===== config.mk =====
export PLATFORM = sky130hd
export DESIGN_NAME = uart_cipher_tx
export DESIGN_NICKNAME = d
export VERILOG_FILES = /design/src/rtl/uart_pkg.sv /design/src/rtl/uart_byte_tx.sv /design/src/rtl/uart_cipher_tx.sv
export SDC_FILE = /design/constraint.sdc
export NUM_CORES = 1
export LEC_CHECK = 0
export BUFFER_PORTS_ARGS = -buffer_cell sky130_fd_sc_hd__buf_2
export CAP_MARGIN = 15
export CORE_ASPECT_RATIO = 1.2
export CORE_MARGIN = 3
export CORE_UTILIZATION = 50
export DETAILED_ROUTE_END_ITERATION = 6
export GPL_ROUTABILITY_DRIVEN = 0
export PLACE_DENSITY_LB_ADDON = 0.05
export SKIP_CTS_REPAIR_TIMING = 1
export SLEW_MARGIN = 20
export SYNTH_ARGS = -nofsm -noshare
export SYNTH_HDL_FRONTEND = slang
export SYNTH_SLANG_ARGS = --single-unit

===== constraint.sdc =====
create_clock -name clk -period 3.1 [get_ports clk]
set_input_delay 0.155 -clock clk [delete_from_list [all_inputs] [get_ports clk]]
set_output_delay 0.155 -clock clk [all_outputs]
set_load 0.005 [all_outputs]

===== src/rtl/uart_pkg.sv =====
// Shared types and constants for the cipher-block UART transmitter.
// Optional even-parity bit is enabled by defining UART_TX_PARITY_EN.
package uart_pkg;

  localparam int CLKS_PER_BIT_DEFAULT = 5000;
  localparam int BLOCK_W = 128;
  localparam int CNT_W = 13;

  typedef enum logic [2:0] {
    IDLE,
    START,
    DATA,
    PARITY,
    STOP,
    DONE
  } uart_state_t;

  typedef enum logic [1:0] {
    SEQ_IDLE,
    SEQ_SEND,
    SEQ_DONE
  } seq_state_t;

endpackage


===== src/rtl/uart_byte_tx.sv =====
// Serialises one byte: start, 8 data bits LSB first, optional parity, stop.
// Parity stage exists only when UART_TX_PARITY_EN is defined.
module uart_byte_tx
  import uart_pkg::*;
#(
  parameter int CLKS_PER_BIT = CLKS_PER_BIT_DEFAULT
) (
  input  logic       clk,
  input  logic       res,
  input  logic       load,
  input  logic [7:0] data,
  output logic       tx,
  output logic       last
);

  localparam logic [CNT_W-1:0] CNT_MAX =
    CNT_W'(CLKS_PER_BIT - 1);

  uart_state_t      st;
  logic [CNT_W-1:0] cnt;
  logic [2:0]       bit_idx;
  logic [7:0]       sr;
  logic             tick;
`ifdef UART_TX_PARITY_EN
  logic             par;
`endif

  assign tick = (cnt == CNT_MAX);
  // high in the final cycle of the stop bit so the next byte can follow gaplessly
  assign last = (st == STOP) && tick;

  always_ff @(posedge clk or negedge res) begin
    if (!res) begin
      st      <= IDLE;
      tx      <= 1'b1;
      cnt     <= '0;
      bit_idx <= '0;
      sr      <= '0;
`ifdef UART_TX_PARITY_EN
      par     <= 1'b0;
`endif
    end else if (load) begin
      st      <= START;
      tx      <= 1'b0;
      cnt     <= '0;
      bit_idx <= '0;
      sr      <= data;
`ifdef UART_TX_PARITY_EN
      par     <= ^data;
`endif
    end else begin
      if (st == IDLE) begin
        cnt <= '0;
      end else begin
        cnt <= tick ? '0 : cnt + 1'b1;
      end
      unique case (st)
        IDLE: begin
          tx <= 1'b1;
        end
        START: begin
          if (tick) begin
            st <= DATA;
            tx <= sr[0];
            sr <= sr >> 1;
          end
        end
        DATA: begin
          if (tick) begin
            if (bit_idx == 3'd7) begin
`ifdef UART_TX_PARITY_EN
              st <= PARITY;
              tx <= par;
`else
              st <= STOP;
              tx <= 1'b1;
`endif
            end else begin
              bit_idx <= bit_idx + 3'd1;
              tx      <= sr[0];
              sr      <= sr >> 1;
            end
          end
        end
`ifdef UART_TX_PARITY_EN
        PARITY: begin
          if (tick) begin
            st <= STOP;
            tx <= 1'b1;
          end
        end
`endif
        STOP: begin
          if (tick) begin
            st <= IDLE;
            tx <= 1'b1;
          end
        end
        default: begin
          st <= IDLE;
          tx <= 1'b1;
        end
      endcase
    end
  end

endmodule


===== src/rtl/uart_cipher_tx.sv =====
// Sends 128-bit cipher blocks byte by byte over a UART line and counts blocks.
// Define UART_TX_PARITY_EN to add an even-parity bit to every byte.
module uart_cipher_tx
  import uart_pkg::*;
#(
  parameter int CLKS_PER_BIT = CLKS_PER_BIT_DEFAULT,
  parameter int NUM_BYTES    = 16
) (
  input  logic               clk,
  input  logic               res,
  input  logic [BLOCK_W-1:0] block_in,
  input  logic               block_valid,
  output logic               block_ready,
  input  logic [31:0]        total_blocks,
  output logic               TX,
  output logic               busy,
  output logic               out_ok,
  output logic               all_done,
  output logic [31:0]        blocks_sent
);

  localparam logic [4:0] LAST_IDX = 5'(NUM_BYTES - 1);

  seq_state_t         st;
  logic [BLOCK_W-1:0] blk_sr;
  logic [4:0]         byte_idx;
  logic               accept;
  logic               byte_last;
  logic               final_byte;
  logic               next_load;
  logic [7:0]         load_data;
  logic [31:0]        sent_nx;

  assign accept     = (st == SEQ_IDLE) && block_valid && block_ready;
  assign final_byte = (byte_idx == LAST_IDX);
  assign next_load  = (st == SEQ_SEND) && byte_last && !final_byte;
  assign load_data  = accept ? block_in[7:0] : blk_sr[15:8];

  // a new message starts from zero once the previous one is complete
  always_comb begin
    sent_nx = blocks_sent;
    if (accept && all_done) begin
      sent_nx = '0;
    end else if ((st == SEQ_SEND) && byte_last && final_byte) begin
      sent_nx = blocks_sent + 32'd1;
    end
  end

  uart_byte_tx #(
    .CLKS_PER_BIT(CLKS_PER_BIT)
  ) u_byte (
    .clk (clk),
    .res (res),
    .load(accept || next_load),
    .data(load_data),
    .tx  (TX),
    .last(byte_last)
  );

  always_ff @(posedge clk or negedge res) begin
    if (!res) begin
      st          <= SEQ_IDLE;
      block_ready <= 1'b0;
      busy        <= 1'b0;
      out_ok      <= 1'b0;
      all_done    <= 1'b0;
      blocks_sent <= '0;
      blk_sr      <= '0;
      byte_idx    <= '0;
    end else begin
      out_ok      <= 1'b0;
      blocks_sent <= sent_nx;
      all_done    <= (sent_nx == total_blocks) &&
                     (total_blocks != 32'd0);
      unique case (st)
        SEQ_IDLE: begin
          if (accept) begin
            st          <= SEQ_SEND;
            busy        <= 1'b1;
            block_ready <= 1'b0;
            blk_sr      <= block_in;
            byte_idx    <= '0;
          end else begin
            block_ready <= 1'b1;
          end
        end
        SEQ_SEND: begin
          if (byte_last) begin
            if (final_byte) begin
              st     <= SEQ_DONE;
              busy   <= 1'b0;
              out_ok <= 1'b1;
            end else begin
              byte_idx <= byte_idx + 5'd1;
              blk_sr   <= blk_sr >> 8;
            end
          end
        end
        SEQ_DONE: begin
          st          <= SEQ_IDLE;
          block_ready <= 1'b1;
        end
        default: begin
          st <= SEQ_IDLE;
        end
      endcase
    end
  end

endmodule

== Word-level counts from Yosys, hierarchy flattened ==
Index checks and enable logic that the tools add are counted.

* Add/sub/neg operators: 4
* Equality and inequality tests: 20
* Multiplexer cells: 48
* Reductions and logical operators: 25

{| class="wikitable"
|+ Operators by type and width
! operator !! count
|-
| $mux W128 || 3
|-
| $pmux W128 S2 || 1
|-
| $mux W32 || 2
|-
| $mux W8 || 5
|-
| $mux W13 || 3
|-
| $add A32 B1 Y32 const B || 1
|-
| $eq A32 B32 Y1 || 1
|-
| $reduce_bool A32 Y1 || 1
|-
| $mux W3 || 9
|-
| $pmux W8 S2 || 1
|-
| $mux W5 || 3
|-
| $add A13 B1 Y13 const B || 1
|-
| $eq A13 B13 Y1 const B || 1
|-
| $mux W1 || 12
|-
| $ne A3 B1 Y1 const B || 4
|-
| $pmux W3 S4 || 1
|-
| $reduce_and A4 Y1 || 3
|-
| $pmux W5 S2 || 1
|-
| $reduce_and A3 Y1 || 3
|-
| $logic_and A1 B1 Y1 || 8
|-
| $ne A2 B2 Y1 const B || 4
|-
| $reduce_bool A2 Y1 || 4
|-
| $eq A3 B3 Y1 const B || 2
|-
| $mux W2 || 3
|-
| 18 further kinds || 20
|}

* Flip-flop bits (word level): 199
* Bits of input ports: 163
* Output and inout port bits: 37

== Depth between registers and ports, before layout ==
* Depth after elaboration: 8
* Gate-level depth with buffers: 12

== By module ==
Synthesis repeated with hierarchy kept, for this count alone.

* Cell total of the unflattened synthesis: 1147
* Area, all modules: 9806.9 µm²

{| class="wikitable"
|+ By module, submodules not included
! module !! times used !! cells each !! area an instance (µm²) !! sequential area each (µm²)
|-
| uart_cipher_tx || 1 || 996 || 8336.7 || 4078.9
|-
| uart_byte_tx || 1 || 151 || 1470.2 || 701.9
|}

== Least setup slack after synthesis ==
No wires, ideal clock.

* Path kind: register -> register
* From: register byte_idx[0]
* To: register all_done
* Setup time: 0.101 ns
* Arrival time: 2.872 ns
* Data required time: 2.999 ns
* Slack: 0.127 ns
* Stages on the path, launching flop included: 13
* Buffers on the path: 1
* Clock period less this slack: 2.973 ns
* Cell sequence: dfrtp_1 -> ha_1 -> and3_1 -> ha_1 -> and4bb_2 -> nand4_1 -> buf_2 -> nor4_1 -> xor2_1 -> and2_1 -> xor2_1 -> or4_1 -> nor4_1

* Cells in the longest elaborated chain, start to end: 6

{| class="wikitable"
|+ RTL lines
! what !! line !! text
|-
| start: declaration || uart_cipher_tx.sv:26 || <nowiki>logic [4:0] byte_idx;</nowiki>
|-
| start signal: assignment || uart_cipher_tx.sv:94 || <nowiki>byte_idx <= byte_idx + 5'd1;</nowiki>
|-
| $eq A5 B4 Y1 || uart_cipher_tx.sv:35 || <nowiki>assign final_byte = (byte_idx == LAST_IDX);</nowiki>
|-
| $logic_and A1 B1 Y1 || uart_cipher_tx.sv:44 || <nowiki>end else if ((st == SEQ_SEND) && byte_last && final_byte) begin</nowiki>
|-
| $mux W32 || uart_cipher_tx.sv:44 ||
|-
| $mux W32 || uart_cipher_tx.sv:42 || <nowiki>if (accept && all_done) begin</nowiki>
|-
| named net sent_nx[24] || uart_cipher_tx.sv:32 || <nowiki>logic [31:0] sent_nx;</nowiki>
|-
| $eq A32 B32 Y1 || uart_cipher_tx.sv:73 || <nowiki>all_done <= (sent_nx == total_blocks) &&</nowiki>
|-
| $logic_and A1 B1 Y1 || uart_cipher_tx.sv:73 ||
|-
| end signal: assignment || uart_cipher_tx.sv:73 ||
|-
| end: declaration || uart_cipher_tx.sv:18 || <nowiki>output logic all_done,</nowiki>
|}

The timed path passes the listed nets, and every way through them passes these cells.
A chain may end at the register's enable or synchronous reset.

== Worst setup path in the final report ==
Ends and elaborated chain as after synthesis.

==> results <==
- At the pin with the least slew margin, the transition time is roughly 1.0 ns.
- The initial core utilization is 51.9%.
- The checks that failed: negative hold slack, negative setup slack.
- On the final layout, the worst hold slack is -0.0284 ns.
- Between clock sinks in the finished design, the worst skew comes to 0.00999 ns.
- The I/O pin total is 200.
- In this design, the stage delay of the slowest critical-path cell is 0.36 ns.
- STA classifies the critical path startpoint as a flop.
- The number of filler instances in the final layout is 1537.
- After detailed routing, the total wire length is around 28000 um.
- The post-detailed-route DRC marker count is 0.
- The number of DRC markers in iteration 0 is between 600 and 700.
- After layout, the minimum clock period comes to between 3 and 4 ns.
- The number of clock buffers inserted by TritonCTS is 17.
- Across the VDD grid, the largest voltage drop is approximately 0.00039 V.
- The total power consumption of the routed design is ~5000 uW.
- The via count of the first global-routing pass came to 8180.
- Setup slack on the critical path of the routed design comes to -0.150 ns.
- The fraction of synthesis flops using an asynchronous set or reset pin is 100%.
- The cell count after synthesis is roughly 1100.
- The hold violation total from the final report is 13.
- The clock input transition at the sequential cells of the worst setup and hold paths is around 0.08 ns.
- The endpoint kind of the worst setup timing path is a flop.
- For this run, the register share of the synthesized area comes to about half.
- Setup repair after global routing could not meet its margin everywhere.
- The number of enable flip-flop cells after synthesis is 0.
- Walking the worst path, the cells encountered are ha_2 > and3_4 > ha_4 > and4bb_2 > nand4_1 > buf_6 > nor4_1 > mux2i_1 > xor2_1 > a2111oi_2 > buf_4 > nand4bb_1 > nor4_2.
- The full die area is ~21000 sq um.
- The required time at the worst-slack endpoint is 3.45 ns.
- The net count after synthesis is about 1300.
- The ratio of cells with drive above 1 in the final layout is between 20% and 30%.
- The cell chosen for the clock root is clkbuf_16.
- The most frequent standard cell in the layout excluding fill and tap cells is nand2_1.
- The wire length of the first global-routing pass is 41800 um.
- The classification of the worst-slack hold path is input port to flop.
- The global router's overall resource usage is between 20 and 25%.
- For this design the ratio of total power to cell area is roughly 390 nW/um^2.
- Detailed placement finished with a half-perimeter wire length of ~18000 um.
- The per-instance average area after synthesis is about 8.6 sq um.
- The sum of overflow across all layers after global routing is 0.
- The tightest slew margin relative to the limit is between 30% and 40%.
- Setup violations remaining at the end of the flow were counted as 1.
- The initial antenna violation count is 0.
- For the worst-skew pair, the clock arrives at the later sink with an insertion delay of around 0.43 ns.
- TritonCTS built the clock tree.
- In this run the vertical extent of the chip is 158 um.
- The worst setup slack before clock tree synthesis is -0.316 ns.
- For this run, the post-layout net count is about 1600.
- The mean routed wirelength per cell is about 16 um.
- In this run the horizontal extent of the chip is approximately 130 um.
- The synthesis-to-layout area growth is 33.9%.
- The max capacitance violation total is 0.
- The number of nets with antenna violations after routing is 0.
- The library cells used most frequently in the layout, excluding fill and tap cells, are nand2_1 (288), buf_2 (198), dfrtp_1 (190).
- The flow ran to the end, but the final reports show violations.
- After detailed routing, the number of vias per cell comes to ~5.4.
- The maximum operating frequency is 0.308 GHz.
- Of the available clock period, the critical path in the final layout requires 105%.
- The overall via count from detail_route is 9168.
- The number of library cell types mapped by synthesis is between 50 and 60.
- Entering global routing, the biggest net connects 112 pins.
- After floorplanning, the core was divided into 54 placement rows.
- The count of buffers added on input and output ports is just under 200.
- The most used flip-flop cell after synthesis is dfrtp_1.
- The mapped cell area is approximately 9600 sq um.
- The area of the core is about 19000 sq um.
- For this design the static power due to leakage is roughly 0.006 uW.
- The count of TritonRoute iterations in the first routing pass is 5.
- The CTS sink count is 191.
- The H-tree depth is 4.
- In this run the worst path has a maximum fanout of 6.
- The critical path data arrival time is approximately 3.6 ns.
- The number of pins with negative max-slew slack in the final report is 0.
- Among all stages on the critical path, the largest delay is contributed by dfrtp_1.
- The largest buffer count on any clock path is 2.
- The critical path is of the flop to flop type.
- The post-synthesis register bit count is 191.
- The Yosys warning count is 0.
[cell usage after synthesis, types with 2 or more instances]
cell	instances	share of area (%)
or3_1	3	0.20
a2111oi_0	2	0.18
nor4_1	20	1.3
nand4bb_1	2	0.23
and2_1	10	0.65
o21ai_0	19	0.99
ha_1	6	0.78
a211oi_1	2	0.16
buf_1	3	0.12
nor3_1	5	0.26
o311ai_0	2	0.18
nand4_1	17	1.1
nand2_1	289	11
nor2b_1	2	0.13
xor2_1	23	2.1
and3_1	8	0.52
nand4_2	2	0.26
o31ai_1	14	1.1
and4_1	9	0.82
or4_1	13	1.0
nor2_1	160	6.3
buf_2	7	0.36
a31oi_1	120	7.8
mux2_2	8	0.94
nand3_1	24	1.3
a21o_1	2	0.16
clkbuf_1	64	2.5
inv_1	10	0.39
a21oi_1	22	1.1
xnor2_1	25	2.3
mux2i_1	11	1.1
nand2b_1	9	0.59
o211ai_1	2	0.16
dfrtp_1	190	50
[per-stage QoR]
step | setup TNS [ns] | hold WS [ns] | cell area, sq um | cells | util [%]
floorplan | 0 | -0.141 | 9600 | 1122 | -
global placement | -0.200 | 0.276 | 11100 | 1548 | 59.9
detailed placement | -0.316 | 0.273 | 11100 | 1548 | 59.9
CTS | -0.354 | -0.190 | 11700 | 1580 | 63.0
global route | -0.402 | -0.00662 | 12900 | 1684 | 69.4
finish | -0.150 | -0.0284 | 12900 | 1685 | 69.4
[worst paths after layout]
check	from	end	slack (ns)	cells after the start
setup / recovery	byte_idx[0]	all_done	-0.15	13
hold / removal	block_in[32]	blk_sr[32]	-0.03	3
setup reg to reg	byte_idx[0]	all_done	-0.15	13
hold reg to reg	u_byte.cnt[0]	u_byte.cnt[0]	0.50	1
max in group asynchronous	res	blk_sr[64]	1.94	3
min in group asynchronous	res	u_byte.bit_idx[1]	0.34	2
[area by class of cell]
cell class	count	area [sq um]	area share, %
Sequential cell	191	4780	37.2
Multi-Input combinational cell	846	4690	36.5
Timing Repair Buffer	353	2460	19.1
Clock buffer	18	429	3.34
Tap cell	252	315	2.45
Clock inverter	14	144	1.12
Inverter	10	37.5	0.292
Antenna cell	1	2.50	0.0195
[power breakdown]
part	switching, uW	leakage, uW	internal (uW)
registers	0.00000000655	0.00190	2490
logic	135	0.00367	179
clock network	1070	0.000280	1080
[logic make-up after synthesis]
| group | Yosys count | synth area share, % |
|---|---|---|
| AO/OA/AOI/OAI | 188 | 12.2 |
| XOR/XNOR | 48 | 4.38 |
| adder cells (fa/ha/maj) | 6 | 0.782 |
| buffers and inverters | 85 | 3.45 |
| flip-flops | 191 | 49.8 |
| multiplexers | 19 | 2.09 |
| AND/OR/NAND/NOR | 585 | 27.3 |
[flip-flops by register name, indices dropped and copies added, names as in the netlist, 2 cells and up]
signal	flops
u_byte.cnt	13
u_byte.bit_idx	3
blk_sr	120
u_byte.sr	8
byte_idx	5
blocks_sent	32
u_byte.st	3
st	2
[routing by layer]
layer	share of wire [%]	track usage, %	routed length [um]	up-vias
li1	-	-	-	4474
met1	45	35.2	12300	4327
met2	49	39.2	13400	324
met3	4.8	4.04	1330	43
met4	1.7	6.78	480	0
met5	0	0	0	-
[worst max-delay path: cells and delay by family, from the launching register on]
family / cells / cell delay (ns)
and+or+nand+nor: 6 / 1.33
muxes: 1 / 0.31
xor gates and xnor gates: 1 / 0.13
AOI/OAI and AO/OA: 1 / 0.36
buffers and inverters: 2 / 0.35
adders and majority gates: 2 / 0.33
DFF: 1 / 0.36
(Power assumes the default switching activity.)
